===== config.mk =====
export PLATFORM = sky130hd
export DESIGN_NAME = control
export DESIGN_NICKNAME = d
export VERILOG_FILES = /design/src/rtl/control.sv
export SDC_FILE = /design/constraint.sdc
export NUM_CORES = 1
export LEC_CHECK = 0
export CAP_MARGIN = 20
export CORE_UTILIZATION = 30
export DETAILED_ROUTE_END_ITERATION = 6
export PLACE_DENSITY = 0.55
export SYNTH_ARGS = -nofsm -noshare
export SYNTH_HDL_FRONTEND = slang
export SYNTH_SLANG_ARGS = --single-unit
export TNS_END_PERCENT = 5

===== constraint.sdc =====
create_clock -name clk -period 4.3 [get_ports clk]
set_input_delay 0.645 -clock clk [delete_from_list [all_inputs] [get_ports clk]]
set_output_delay 0.645 -clock clk [all_outputs]
set_load 0.01 [all_outputs]

===== src/rtl/control.sv =====
// control: three operand registers (A, B, C), three result registers
// (Ao, Bo, Co) and a single-cycle ALU, steered by a 12-bit microinstruction
// sampled on every rising clock edge.
module control (
    input  logic        clk,
    input  logic        rst_n,
    input  logic [11:0] opcode,
    input  logic [15:0] Mem_Dat_X,
    input  logic [15:0] Mem_Dat_Y,
    output logic [15:0] Aout,
    output logic [15:0] Bout,
    output logic [15:0] Cout
);

    // Function codes
    localparam logic [3:0] FN_ADD  = 4'b0000;
    localparam logic [3:0] FN_SUB  = 4'b0001;
    localparam logic [3:0] FN_AND  = 4'b0010;
    localparam logic [3:0] FN_SHL  = 4'b0011;
    localparam logic [3:0] FN_SHR  = 4'b0100;
    localparam logic [3:0] FN_MASK = 4'b0101;
    localparam logic [3:0] FN_OR   = 4'b0110;
    localparam logic [3:0] FN_XOR  = 4'b0111;
    localparam logic [3:0] FN_NEG  = 4'b1000;
    localparam logic [3:0] FN_LDA  = 4'b1001;
    localparam logic [3:0] FN_SSHR = 4'b1010;
    localparam logic [3:0] FN_LDB  = 4'b1011;
    localparam logic [3:0] FN_LDC  = 4'b1100;

    logic [15:0] r_a, r_b, r_c;
    logic [15:0] r_ao, r_bo, r_co;

    logic        w_mem_cls;   // [11:10]==00: ALU ops and memory loads
    logic [3:0]  w_fn;
    logic [1:0]  w_rsel;
    logic [1:0]  w_dest;
    logic [15:0] w_first;
    logic [15:0] w_rres;      // result register picked by [7:6]
    logic [15:0] w_second;
    logic [15:0] w_alu_res;
    logic        w_alu_vld;
    logic        w_ld_ok;
    logic [15:0] w_ld_val;

    assign w_mem_cls = (opcode[11:10] == 2'b00);
    assign w_fn      = opcode[3:0];
    assign w_rsel    = opcode[7:6];
    assign w_dest    = opcode[5:4];
    assign w_first   = opcode[9] ? r_b : r_a;
    assign w_second  = opcode[8] ? w_rres : r_c;

    // Result-register mux; select 11 reads as zero and never writes on a load
    always_comb begin
        w_rres = 16'h0000;
        case (w_rsel)
            2'b00:   w_rres = r_ao;
            2'b01:   w_rres = r_bo;
            2'b10:   w_rres = r_co;
            default: w_rres = 16'h0000;
        endcase
    end

    // ALU: only active in the memory/ALU class; other codes fall through as no-ops
    always_comb begin
        w_alu_res = 16'h0000;
        w_alu_vld = 1'b0;
        if (w_mem_cls) begin
            w_alu_vld = 1'b1;
            case (w_fn)
                FN_ADD:  w_alu_res = w_first + w_second;
                FN_SUB:  w_alu_res = w_first - w_second;
                FN_AND:  w_alu_res = w_first & w_second;
                FN_SHL:  w_alu_res = {w_first[14:0], 1'b0};
                FN_SHR:  w_alu_res = {1'b0, w_first[15:1]};
                FN_MASK: w_alu_res = w_second[0] ? w_first : 16'h0000;
                FN_OR:   w_alu_res = w_first | w_second;
                FN_XOR:  w_alu_res = w_first ^ w_second;
                FN_NEG:  w_alu_res = (~w_first) + 16'd1;
                FN_SSHR: w_alu_res = {1'b0, w_second[15:1]};
                default: w_alu_vld = 1'b0;
            endcase
        end
    end

    // Load source: memory buses in class 00, otherwise the selected result register
    assign w_ld_ok  = w_mem_cls || (w_rsel != 2'b11);
    assign w_ld_val = w_mem_cls ? ((w_fn == FN_LDC) ? Mem_Dat_Y : Mem_Dat_X) : w_rres;

    // Operand registers: written only by load opcodes
    always_ff @(posedge clk or negedge rst_n) begin
        if (!rst_n) begin
            r_a <= 16'h0000;
            r_b <= 16'h0000;
            r_c <= 16'h0000;
        end else if (w_ld_ok) begin
            if (w_fn == FN_LDA) r_a <= w_ld_val;
            if (w_fn == FN_LDB) r_b <= w_ld_val;
            if (w_fn == FN_LDC) r_c <= w_ld_val;
        end
    end

    // Result registers: written only by ALU opcodes; destination 11 discards
    always_ff @(posedge clk or negedge rst_n) begin
        if (!rst_n) begin
            r_ao <= 16'h0000;
            r_bo <= 16'h0000;
            r_co <= 16'h0000;
        end else if (w_alu_vld) begin
            case (w_dest)
                2'b00:   r_ao <= w_alu_res;
                2'b01:   r_bo <= w_alu_res;
                2'b10:   r_co <= w_alu_res;
                default: ;
            endcase
        end
    end

    assign Aout = r_ao;
    assign Bout = r_bo;
    assign Cout = r_co;

endmodule


# Word level (Yosys, flattened, before mapping)
# Index checks and enable logic that the tools add are counted.
# word_totals
regBits	96
out_inout_bits	48
inputBits	46
# classes
n_mux	10
addsub	3
bitwise_logic	4
n_reduce_logical	12
eq_ne	17
# op_table
op	count
$pmux 16 s10	1
$mux 16	6
$pmux 16 s3	1
$eq 4x4->1 const B	5
$add 16x1->16 const B	1
$add 16x16->16	1
$and 16x16->16	1
$eq 4x3->1 const B	4
$not 16->16	1
$or 16x16->16	1
$sub 16x16->16	1
$xor 16x16->16	1
$reduce_and 2->1	6
$reduce_or 10->1	1
$eq 4x2->1 const B	2
$logic_not 2->1	3
$eq 2x1->1 const B	2
$eq 2x2->1 const B	2
$eq 4x1->1 const B	1
$logic_not 4->1	1
$mux 1	2
$ne 2x2->1 const B	1
$logic_or 1x1->1	1

# Depth between registers and ports, before layout
# logic_depth
word_depth	6
mapped_depth	19

# Least setup slack after synthesis
# OpenSTA, ideal clock, no wires.
# synth_timing
path_kind	input to register
from	input opcode[8]
to	register r_ao[15] (netlist: Aout[15])
setup_slack_ns	-0.087
cell_stages	18
required_ns	4.217
arrival_ns	4.304
cell_sequence	buf_2 > buf_2 > clkbuf_1 > buf_2 > nand2_1 > o21ai_0 > ha_1 > a21oi_1 > xnor2_1 > ha_1 > a21o_1 > a211oi_1 > nor2_1 > or3_1 > o211a_1 > o41ai_1 > a31oi_1 > a31oi_1
# synth_between
elab_chain_cells	4
word_cells_on_any_way	9
# synth_rtl
element	line	rtl
start, declared	7	input logic [11:0] opcode,
$mux 16 (*)	50	assign w_second = opcode[8] ? w_rres : r_c;
$sub 16x16->16 (tied with other cells)	71	FN_SUB: w_alu_res = w_first - w_second;
$pmux 16 s10 (*)	69	case (w_fn)
$mux 16 (*)	67	if (w_mem_cls) begin
end signal, assigned	110	2'b00: r_ao <= w_alu_res;
end, declared	31	logic [15:0] r_ao, r_bo, r_co;
# Every way passes the cells marked *; elsewhere a longest branch is shown, timed or not.
# A chain may end at the register's enable or synchronous reset.

# Worst setup path in the final report
# layout_timing
from	input opcode[7]
to	register r_ao[14] (netlist: Aout[14])
# layout_between
elab_chain_cells	6
word_cells_on_any_way	13
# layout_rtl
element	line	rtl
$eq 2x2->1 (tied with other cells)	55	case (w_rsel)
$pmux 16 s3 (*)	55	
$mux 16 (*)	50	
$sub 16x16->16 (tied with other cells)	71	
$pmux 16 s10 (*)	69	
$mux 16 (*)	67	
# Marks and branches as above.

==> flow_summary_export.csv <==
group,metric,value,unit
detailed_routing,drc,0,
detailed_routing,top_layer,"met4",
setup_path,crit_path_top_delay_cell,"ha_1",
setup_path,cp_cell_sequence,"clkbuf_4 -> buf_6 -> mux2i_1 -> o21ai_1 -> a21boi_2 -> inv_1 -> nand4b_1 -> or2_4 -> o21ai_2 -> xnor2_1 -> ha_1 -> nand2b_1 -> mux2i_1 -> a222oi_1 -> o211ai_1 -> a311oi_2 -> o211ai_1 -> mux2_2",
final_layout,layout.nets,1091,
setup_path,crit_type,"input port to flip-flop",
final_layout,layout_common_cells,"142 x buf_4, 96 x dfrtp_1, 90 x clkdlybuf4s50_1",
die,initial_utilization,30.52,%
power_and_ir_drop,p_seq_share,26.6,%
final_layout,syn2layout_area_growth,37.93,%
synthesis,synth_edf_count,0,
clock_tree,cts-htree-levels,3,
clock_tree,numCtsBuffers,9,
global_route,grt_pass1_vias,6870,
detailed_routing,met3_length,1162,um
detailed_routing,wl_met2,12520,um
detailed_routing,drt-total-wl,26300,um
power_and_ir_drop,switchingPower,2.162,mW
die,die_w,159.3,um
detailed_routing,first_pass_iters,5,
die,dieArea,25370,um2
clock_tree,clk_path_buf_depth,2,
synthesis,ys_warn_count,0,
detailed_routing,m1WireLength,12010,um
power_and_ir_drop,power_density,520.5,nW/um2
die,core_area,24320,um2
final_layout,drive_above_1_share,30.90,%
final_layout,final_common_cell,"buf_4",
global_route,grt_overflow,0,
detailed_routing,drt_iter0_drc,490,
clock_tree,cts.sinks,96,
worst_hold_path,hold_class,"input port to asynchronous set/reset pin",
synthesis,syn-num-nets,877,
detailed_routing,wl_per_cell,19.86,um
sta,fmax,239.3,MHz
die,rows,57,
synthesis,synth.yosys.seq_area_share,32.37,%
die,io_pins,94,
setup_path,critPathBufInv,3,
setup_path,reg2reg_depth,19,
detailed_routing,post_drt_via_cell_ratio,5.295,
power_and_ir_drop,ir_worst_vdd,0.0002518,V
setup_path,crit_family,"compound AO/OA/AOI/OAI gates",
synthesis,syn_inst,781,
sta,clock_skew,0.01173,ns
setup_path,crit_fanout,11,
clock_tree,insertion_delay,0.35,ns
placed_design,finalWeightedCongestion,0.9210,
detailed_routing,drtAntennaViolNets,0,
run,cap_violations,0,
sta,slew_headroom,39.65,%
placed_design,portBuffers,93,
power_and_ir_drop,clkPwrFrac,15.2,%
setup_path,rr_endpoint,"Aout[14]$_DFFE_PN0P_",
sta,slew_violations,0,
synthesis,synth_area,7422,um2
synthesis,ys_seq_elements,96,
setup_path,r2r_setup_slack,0.30,ns
power_and_ir_drop,p_total,5.329,mW
sta,tightest_slew,0.9027,ns
sta,hold_ws,0.3919,ns
power_and_ir_drop,power_frac_comb,58.2,%
power_and_ir_drop,p_leak,4.653,nW
synthesis,ys_types,71,
setup_path,worstSetupStartpointType,"input port",
final_layout,nFillCells,2349,
final_layout,n_antenna_cell,0,
setup_path,endpoint_kind,"flip-flop",
setup_path,rr_startpoint,"Cout[1]$_DFFE_PN0P_",
clock_tree,cts_tree,"built",
global_route,grt_max_degree,67,
die,die_h,159.3,um
sta,finalSetupViolations,0,
power_and_ir_drop,swShare,40.58,%
clock_tree,cts-root-buf,"clkbuf_16",
sta,hold_viol,0,
sta,period_share,97.16,%
status,outcome,"complete, no violations",
clock_tree,cts.clk_slew.worst_paths,0.07,ns
synthesis,syn_avg_cell_area,9.503,um2
sta,period_minus_slack,4.178,ns
setup_path,worstPathRequired,4.54,ns
setup_path,arrival,4.41,ns
setup_path,slowest_delay,0.33,ns
power_and_ir_drop,p_int,3.166,mW
global_route,antenna_found_initial,0,
placed_design,dpl.hpwl,20720,um
synthesis,postSynth.asyncResetShare,100.0,%
global_route,grtUsageTotal,21.00,%
detailed_routing,vias,7011,
sta,rsz0062_at_grt,"true",
synthesis,ys.flop_type,"dfrtp_1",
global_route,grt_pass1_wl,40850,um
## worst max-delay path by stage
stage,start,to,depth (start not counted)
final,opcode[7],Aout[14]$_DFFE_PN0P_,18
after global routing,opcode[8],Cout[14]$_DFFE_PN0P_,17
after CTS,opcode[6],Bout[14]$_DFFE_PN0P_,20
after detailed placement,opcode[7],Bout[14]$_DFFE_PN0P_,19
after global placement,opcode[7],Aout[14]$_DFFE_PN0P_,19
after floorplan,opcode[7],Aout[15]$_DFFE_PN0P_,18
## cells by family (layout without fill, tap and decap cells)
| kind of cell | after synthesis | count (layout) | share of synthesized area (%) |
|---|---|---|---|
| AO/OA/AOI/OAI | 203 | 203 | 18.70 |
| AND/OR/NAND/NOR | 194 | 194 | 12.98 |
| multiplexers | 136 | 136 | 20.11 |
| flip-flops | 96 | 96 | 32.37 |
| buffers and inverters | 78 | 297 | 4.484 |
| adder cells (fa/ha/maj) | 50 | 50 | 8.530 |
| XOR/XNOR | 24 | 24 | 2.832 |
## cell type report
| cell class | instances | area [um2] | area share (%) |
|---|---|---|---|
| inverter | 38 | 142.6 | 1.393 |
| clock inverter | 6 | 60.06 | 0.5867 |
| clock buffer | 10 | 239.0 | 2.334 |
| tap | 324 | 405.4 | 3.960 |
| multi-input combinational | 607 | 4870 | 47.57 |
| timing repair buffer | 243 | 2118 | 20.69 |
| sequential | 96 | 2402 | 23.47 |
## sequential cells by signal (all words and copies together) (netlist names)
register	cells
Aout	16
Bout	16
r_b	16
Cout	16
r_a	16
r_c	16
## layer usage
layer | global-route usage, % | up-vias
met3 | 2.188 | 33
li1 | - | 3333
met5 | 0 | -
met1 | 28.78 | 3446
met4 | 6.643 | 0
met2 | 34.67 | 199
## power by group through the flow
stage,registers (mW),logic (mW),clock network (mW)
2_1_floorplan,1.43,1.50,0
3_3_place_gp,1.42,2.92,0
3_5_place_dp,1.43,2.94,0
4_1_cts,1.41,3.02,0.825
5_1_grt,1.45,3.36,0.864
6_report,1.42,3.10,0.811
## cells in the mapped netlist (20+ instances only)
cell	instances	share of area, %
nand2_1	59	3.0
nor2_1	50	2.5
o211ai_1	20	2.0
ha_1	49	8.3
dfrtp_1	96	32
mux2_2	89	14
inv_1	29	1.5
o21ai_1	20	1.3
clkbuf_1	29	1.5
a21oi_1	39	2.6
mux2i_1	39	5.3
a31oi_1	21	1.8
## worst reg2reg max path: cells and delay by family (launching register included)
kind                       cells  cell delay, ns
buffers and inverters          3            0.47
muxes                          3            0.71
AOI/OAI and AO/OA              7            1.39
adders and majority gates      2            0.52
and+or+nand+nor                3            0.31
xor gates and xnor gates       1            0.08
DFF                            1            0.42
## stage by stage
stage          utilization (%)  instances  setup TNS (ns)  worst slack, ns  cell area, um2
2_1_floorplan                -        781               0          0.01115            7423
3_3_place_gp             39.73       1299          -25.97          -0.9919            9662
3_5_place_dp             39.73       1299          -27.54           -1.058            9662
4_1_cts                  41.48       1318         -0.3033         -0.07382           10090
5_1_grt                  42.10       1324        -0.02053         -0.01081           10240
6_report                 42.10       1324               0           0.1219           10240
## what timing repair did
| item | 4_1_cts | 5_1_grt |
|---|---|---|
| endpoints found under the setup margin | 33 | 33 |
| resized for setup | 24 | 22 |
| hold buffers | 0 | 0 |
| pin swaps | 6 | 15 |
| buffers inserted | 3 | 6 |
| hold endpoints to repair | 0 | 0 |
(Power assumes the default switching activity.)
==> RTL change 1: new RTL, same flow settings <==
Make the reset (`rst_n`) synchronous in 2 clocked blocks.
--- a/src/rtl/control.sv
+++ b/src/rtl/control.sv
@@ -89,3 +89,3 @@
     // Operand registers: written only by load opcodes
-    always_ff @(posedge clk or negedge rst_n) begin
+    always_ff @(posedge clk) begin
         if (!rst_n) begin
@@ -102,3 +102,3 @@
     // Result registers: written only by ALU opcodes; destination 11 discards
-    always_ff @(posedge clk or negedge rst_n) begin
+    always_ff @(posedge clk) begin
         if (!rst_n) begin
Behaviour: not the same (Yosys sat finds a counterexample within 4 cycles, from zero or initial values and one cycle with rst_n low; the reset may be asserted at any time).
==> RTL change 1 against the original RTL <==
First-iteration DRC count grew 21%. Critical path depth increased by 2. Design area fell by 4.4%. Routed wire length is 3.4% higher. Worst setup slack better by 0.098 ns. Global-route usage rose by 1.4 points. Sequential cell count unchanged. Synthesized area fell by 4.5%. Critical path type unchanged. Highest routed layer unchanged.
Power is not compared: it rests on default switching activity, and its combinational part moved more than twofold at a synthesized area within 25%.
==> RTL change 1: results (changes against the original RTL) <==
The data arrival time of the critical path was 4.27 ns (-0.14 ns). The maximum fanout along the worst path was 8 (-3); the final HPWL from detailed placement was 21,100 um (+1.7%). The proportion of register bits with asynchronous set or reset after synthesis works out to 0% (-100 points).

In the post-synthesis netlist, the biggest area contributors are sky130_fd_sc_hd__dfxtp_1, sky130_fd_sc_hd__mux2i_1, sky130_fd_sc_hd__ha_1. The root buffer cell chosen for the clock tree is sky130_fd_sc_hd__clkbuf_16. The maximum resistive drop on vdd was 0.000181 V. The run gives 4.29 nW as the static leakage power. The number of global-route vias before repair came out at 7,078 (+3.0%). For the worst max-slew margin expressed relative to the limit, the log shows 33.1% (-6.5 points).

The run gives 22.4% (+1.4 points) as the global-route usage over all layers. The share of post-route cells with drive strength above 1 is 18.9% (-12 points), and the largest clock skew in the final design is 0.0101 ns (-0.00163 ns). The detail-routed via count per cell came out at 5.32 (+0.51%).

The commonest cells after synthesis are sky130_fd_sc_hd__nor2_1, sky130_fd_sc_hd__nand2_1, sky130_fd_sc_hd__dfxtp_1. The run gives 925 (+18%) as the post-synthesis cell count. The most used flip-flop cell after synthesis was sky130_fd_sc_hd__dfxtp_1. The total number of vias is 7,611 (+8.6%). The run gives 41,500 um (+1.6%) as the wire length of the first global-routing pass. Slowest library cell on the worst path: sky130_fd_sc_hd__clkdlybuf4s50_1. Biggest cell delay along the critical path: 0.52 ns (+0.19 ns). The net total in the final layout came out at 1,208 (+11%).

The average wire per standard cell is 19.0 um (-4.3%). The tools report the number of nets produced by synthesis as 1,021 (+16%). Kind of path behind the tightest hold check: reg -> reg. The sequential fraction of the synthesis area came out at 27.1% (-5.3 points). The count of antenna diodes in the layout is 0 (unchanged). The flow ran to the end, and the final reports show no timing, DRC or antenna violations. The logs give 0.961 (+4.3%) for the global placement routability congestion and 13 (-46%) for the number of gates resized after cts. The cell count after placement is 1,411 (+8.6%). The internal reg-to-reg setup slack is 0.75 ns (+0.45 ns).

The logs give 70 (-1.4%) for the count of different cell masters after synthesis and 1 (-2) for the buffers inserted during post-CTS setup optimization. The maximum number of pins on one net before global-route repair is 58 (-13%), and the power attributed to combinational cells is 0.596 mW. The number of DRC violations after detailed-routing iteration 0 is 594 (+21%), and the total of warnings raised by yosys is 0 (unchanged).
RTL change 1: path summary, 6_finish.rpt:
path	startpoint	to	cells after the start
hold reg to reg	r_c[9]	r_c[9]	2
setup / recovery	opcode[6]	Cout[12]	20
hold / removal	r_c[9]	r_c[9]	2
setup reg to reg	r_c[2]	Cout[12]	16
RTL change 1: area by class of cell:
cell class / instances / area [sq um]
clock buffer: 10 / 229
clock inverter: 6 / 76.3
fill: 2349 / 13100
inverter: 38 / 143
multi-input combinational: 732 / 4960
sequential: 96 / 1920
tap: 313 / 392
timing repair buffer: 235 / 2060
RTL change 1: per-stage QoR:
stage	setup slack [ns]	hold WS, ns	TNS [ns]	total power, mW	instance area (sq um)
finish	0.220	0.455	0	2.36	9790
global route	0.0146	0.482	0	2.46	9790
global placement	-0.488	0.444	-10.73	1.51	9280
floorplan	0.163	0.436	0	1.24	7090
detailed placement	-0.546	0.447	-11.40	1.51	9280
CTS	-0.00289	0.457	-0.00478	2.35	9650
RTL change 1: logic make-up after synthesis:
family                   share of synthesized area (%)
AND/OR/NAND/NOR                                   21.1
AO/OA/AOI/OAI                                     23.5
buffers and inverters                             5.52
flip-flops                                        27.1
multiplexers                                      10.6
adder cells (fa/ha/maj)                           8.93
XOR/XNOR                                          3.21
RTL change 1: worst max-delay path, delay by kind of cell:
kind	cells	cell delay, ns
AO/OA/AOI/OAI	8	1.38
XOR/XNOR	1	0.12
adder cells (fa/ha/maj)	1	0.33
buffers and inverters	6	1.28
AND/OR/NAND/NOR	4	0.51
RTL change 1: metal layers:
metal / wire length, um / vias to the layer above / track usage (%)
met5: 0 / - / 0
met4: 1020 / 0 / 9.43
met3: 1580 / 54 / 3.92
met2: 12500 / 276 / 36.5
met1: 12100 / 3589 / 29.0
li1: - / 3692 / -
==> RTL change 2: new RTL, config.mk and constraints unchanged <==
Without the edit above. Add an input register stage for `opcode`, `Mem_Dat_X` and `Mem_Dat_Y`; this delays them by one clock.
--- a/src/rtl/control.sv
+++ b/src/rtl/control.sv
@@ -29,2 +29,12 @@
 
+    logic [11:0] opcode_q;
+    logic [15:0] Mem_Dat_X_q;
+    logic [15:0] Mem_Dat_Y_q;
+
+    always_ff @(posedge clk) begin
+        opcode_q    <= opcode;
+        Mem_Dat_X_q <= Mem_Dat_X;
+        Mem_Dat_Y_q <= Mem_Dat_Y;
+    end
+
     logic [15:0] r_a, r_b, r_c;
@@ -44,8 +54,8 @@
 
-    assign w_mem_cls = (opcode[11:10] == 2'b00);
-    assign w_fn      = opcode[3:0];
-    assign w_rsel    = opcode[7:6];
-    assign w_dest    = opcode[5:4];
-    assign w_first   = opcode[9] ? r_b : r_a;
-    assign w_second  = opcode[8] ? w_rres : r_c;
+    assign w_mem_cls = (opcode_q[11:10] == 2'b00);
+    assign w_fn      = opcode_q[3:0];
+    assign w_rsel    = opcode_q[7:6];
+    assign w_dest    = opcode_q[5:4];
+    assign w_first   = opcode_q[9] ? r_b : r_a;
+    assign w_second  = opcode_q[8] ? w_rres : r_c;
 
@@ -86,3 +96,3 @@
     assign w_ld_ok  = w_mem_cls || (w_rsel != 2'b11);
-    assign w_ld_val = w_mem_cls ? ((w_fn == FN_LDC) ? Mem_Dat_Y : Mem_Dat_X) : w_rres;
+    assign w_ld_val = w_mem_cls ? ((w_fn == FN_LDC) ? Mem_Dat_Y_q : Mem_Dat_X_q) : w_rres;
 
Behaviour: not the same (a bounded check fails within 4 cycles, from zero or initial values and one cycle with rst_n low).
==> RTL change 2 against the original RTL <==
Sequential cell count up 44. Die area rose by 11%. Power is 21% higher. Count of clock-buffer cells in the layout grew 8. Design area rose by 3.1%. Worst setup slack improved by 0.030 ns. Routed wire length up 7.6%. Largest cell class unchanged. Combinational power shrank 4%. Utilization decreased by 2.9 points. Highest routed layer unchanged. Largest power group unchanged. Register-to-register slack lost 0.15 ns. Synthesized area up 11%.
==> RTL change 2: results (changes against the original RTL) <==
For the largest clock skew in the final design, the log shows 0.0151 ns (+0.00334 ns). The logs give 17 (+8) for the number of buffers inserted during clock tree synthesis and 1,297 (-0.15%) for the cell count after placement. For the global-route usage over all layers, the log shows 20.4% (-0.57 points). The wire length of the first global-routing pass is 43,200 um (+5.8%), and the portion of netlist area occupied by mux cells is 16.5% (-3.7 points). The number of levels in the clock H-tree is 4 (+1). The number of cells on the worst reg-to-reg path is 16 (-3), and the number of nets produced by synthesis is 949 (+8.2%). The met2 layer usage reported by global route is 30.7% (-4.0 points). Fraction of the mapped netlist area in adder cells: 7.67% (-0.86 points). The run gives 853 (+9.2%) as the post-synthesis cell count. The worst slack after detailed placement was -0.119 ns (+0.938 ns). Maximum number of pins on one net before global-route repair: 64 (-4.5%). The share of post-route cells with drive strength above 1 was 19.1% (-12 points). The number of global-route vias before repair was 6,978 (+1.6%). The run finished with clean final reports.

The tools report the met1 layer wirelength in the final routing as 13,400 um (+11%). The total number of vias came out at 7,187 (+2.5%). The final HPWL from detailed placement was 21,400 um (+3.4%); the count of different cell masters after synthesis was 59 (-17%). The fraction of the mapped netlist area in compound gates was 16.7% (-2.0 points); the global placement routability congestion was 0.946 (+2.7%). For the static leakage power, the log shows 4.69 nW (+0.86%). The detail-routed via count per cell was 5.40 (+2.0%). The transition at the pin with the smallest max-transition slack works out to 0.913 ns (+0.0106 ns). The routing usage on met1 is 29.3% (+0.52 points), and the sequential fraction of the synthesis area is 39.8% (+7.4 points). Clock latency at the later pin of the worst-skew pair: 0.43 ns (+0.08 ns). The proportion of register bits with asynchronous set or reset after synthesis was 68.6% (-31 points); the internal reg-to-reg setup slack was 0.15 ns (-0.15 ns). The commonest cells after synthesis are sky130_fd_sc_hd__dfrtp_1, sky130_fd_sc_hd__mux2_2, sky130_fd_sc_hd__nand2_1.

The average wire per standard cell was 21.3 um (+7.1%). The routing usage on met3 was 4.11% (+1.9 points). The maximum resistive drop on vdd was 0.000255 V (+1.4%). By area the synthesized netlist is led by sky130_fd_sc_hd__dfrtp_1, sky130_fd_sc_hd__mux2_2, sky130_fd_sc_hd__dfxtp_1. Routed wire length on met3: 1910 um (+64%).
## RTL change 2: changes by cell type after synthesis, moves of 7 or more
cell and change:
sky130_fd_sc_hd__a31oi_1 +7, sky130_fd_sc_hd__o21ai_1 -16, sky130_fd_sc_hd__clkbuf_1 +8, sky130_fd_sc_hd__nand2_1 +14
sky130_fd_sc_hd__dfxtp_1 +44, sky130_fd_sc_hd__inv_1 +8, sky130_fd_sc_hd__inv_2 -9, sky130_fd_sc_hd__a21oi_1 -11
sky130_fd_sc_hd__o22ai_1 -9, sky130_fd_sc_hd__nor2_1 +20, sky130_fd_sc_hd__o211ai_1 -8, sky130_fd_sc_hd__o21ai_0 +26
## RTL change 2: critical path: stages, from the launching register on
cell and delay [ns]:
sky130_fd_sc_hd__dfxtp_1 0.35, sky130_fd_sc_hd__buf_4 0.24, sky130_fd_sc_hd__mux2i_1 0.20, sky130_fd_sc_hd__o2bb2ai_1 0.12
sky130_fd_sc_hd__nor2_2 0.20, sky130_fd_sc_hd__a31oi_2 0.17, sky130_fd_sc_hd__or4_4 0.48, sky130_fd_sc_hd__nor4_4 0.29
sky130_fd_sc_hd__a21oi_1 0.13, sky130_fd_sc_hd__xnor2_1 0.25, sky130_fd_sc_hd__ha_1 0.32, sky130_fd_sc_hd__nor2b_1 0.16
sky130_fd_sc_hd__nor2b_1 0.13, sky130_fd_sc_hd__o21ai_0 0.24, sky130_fd_sc_hd__o2111a_1 0.28, sky130_fd_sc_hd__o21ai_0 0.15
sky130_fd_sc_hd__mux2_2 0.32
## RTL change 2: area by class of cell
cell class	count	area, sq um
Sequential cell	140	3280
Fill cell	2642	16400
Multi-Input combinational cell	631	4720
Tap cell	341	427
Timing Repair Buffer	149	1360
Inverter	37	139
Clock inverter	14	176
Clock buffer	18	439
## RTL change 2: power breakdown
group          switching, mW  leakage [nW]  internal, mW
combinational           1.63          2.77          1.36
clock                  0.647         0.299         0.894
sequential             0.299          1.62          1.63
## RTL change 2: worst min path at each step
stage	start	to	slack, ns	cells past startpoint
finish	rst_n	Bout[1]	0.30	1
floorplan	rst_n	Aout[0]	0.35	0
global placement	r_b[14]	r_b[14]	0.49	1
CTS	rst_n	Bout[1]	0.32	1
detailed placement	r_a[15]	r_a[15]	0.49	1
global route	rst_n	Cout[9]	0.35	1
## RTL change 2: through the flow
| step | instance area [sq um] | TNS, ns |
|---|---|---|
| floorplan | 8260 | 0 |
| global placement | 9870 | -0.553 |
| detailed placement | 9870 | -0.349 |
| CTS | 10500 | 0 |
| global route | 10600 | 0 |
| finish | 10600 | 0 |
## RTL change 2: what timing repair did
item | 4_1_cts | 5_1_grt
resized for setup | 2 | 12
setup endpoints to repair | 3 | 12
hold buffers | 0 | 0
pin swaps | 0 | 1
setup buffers | 0 | 1
endpoints found under the hold margin | 0 | 0
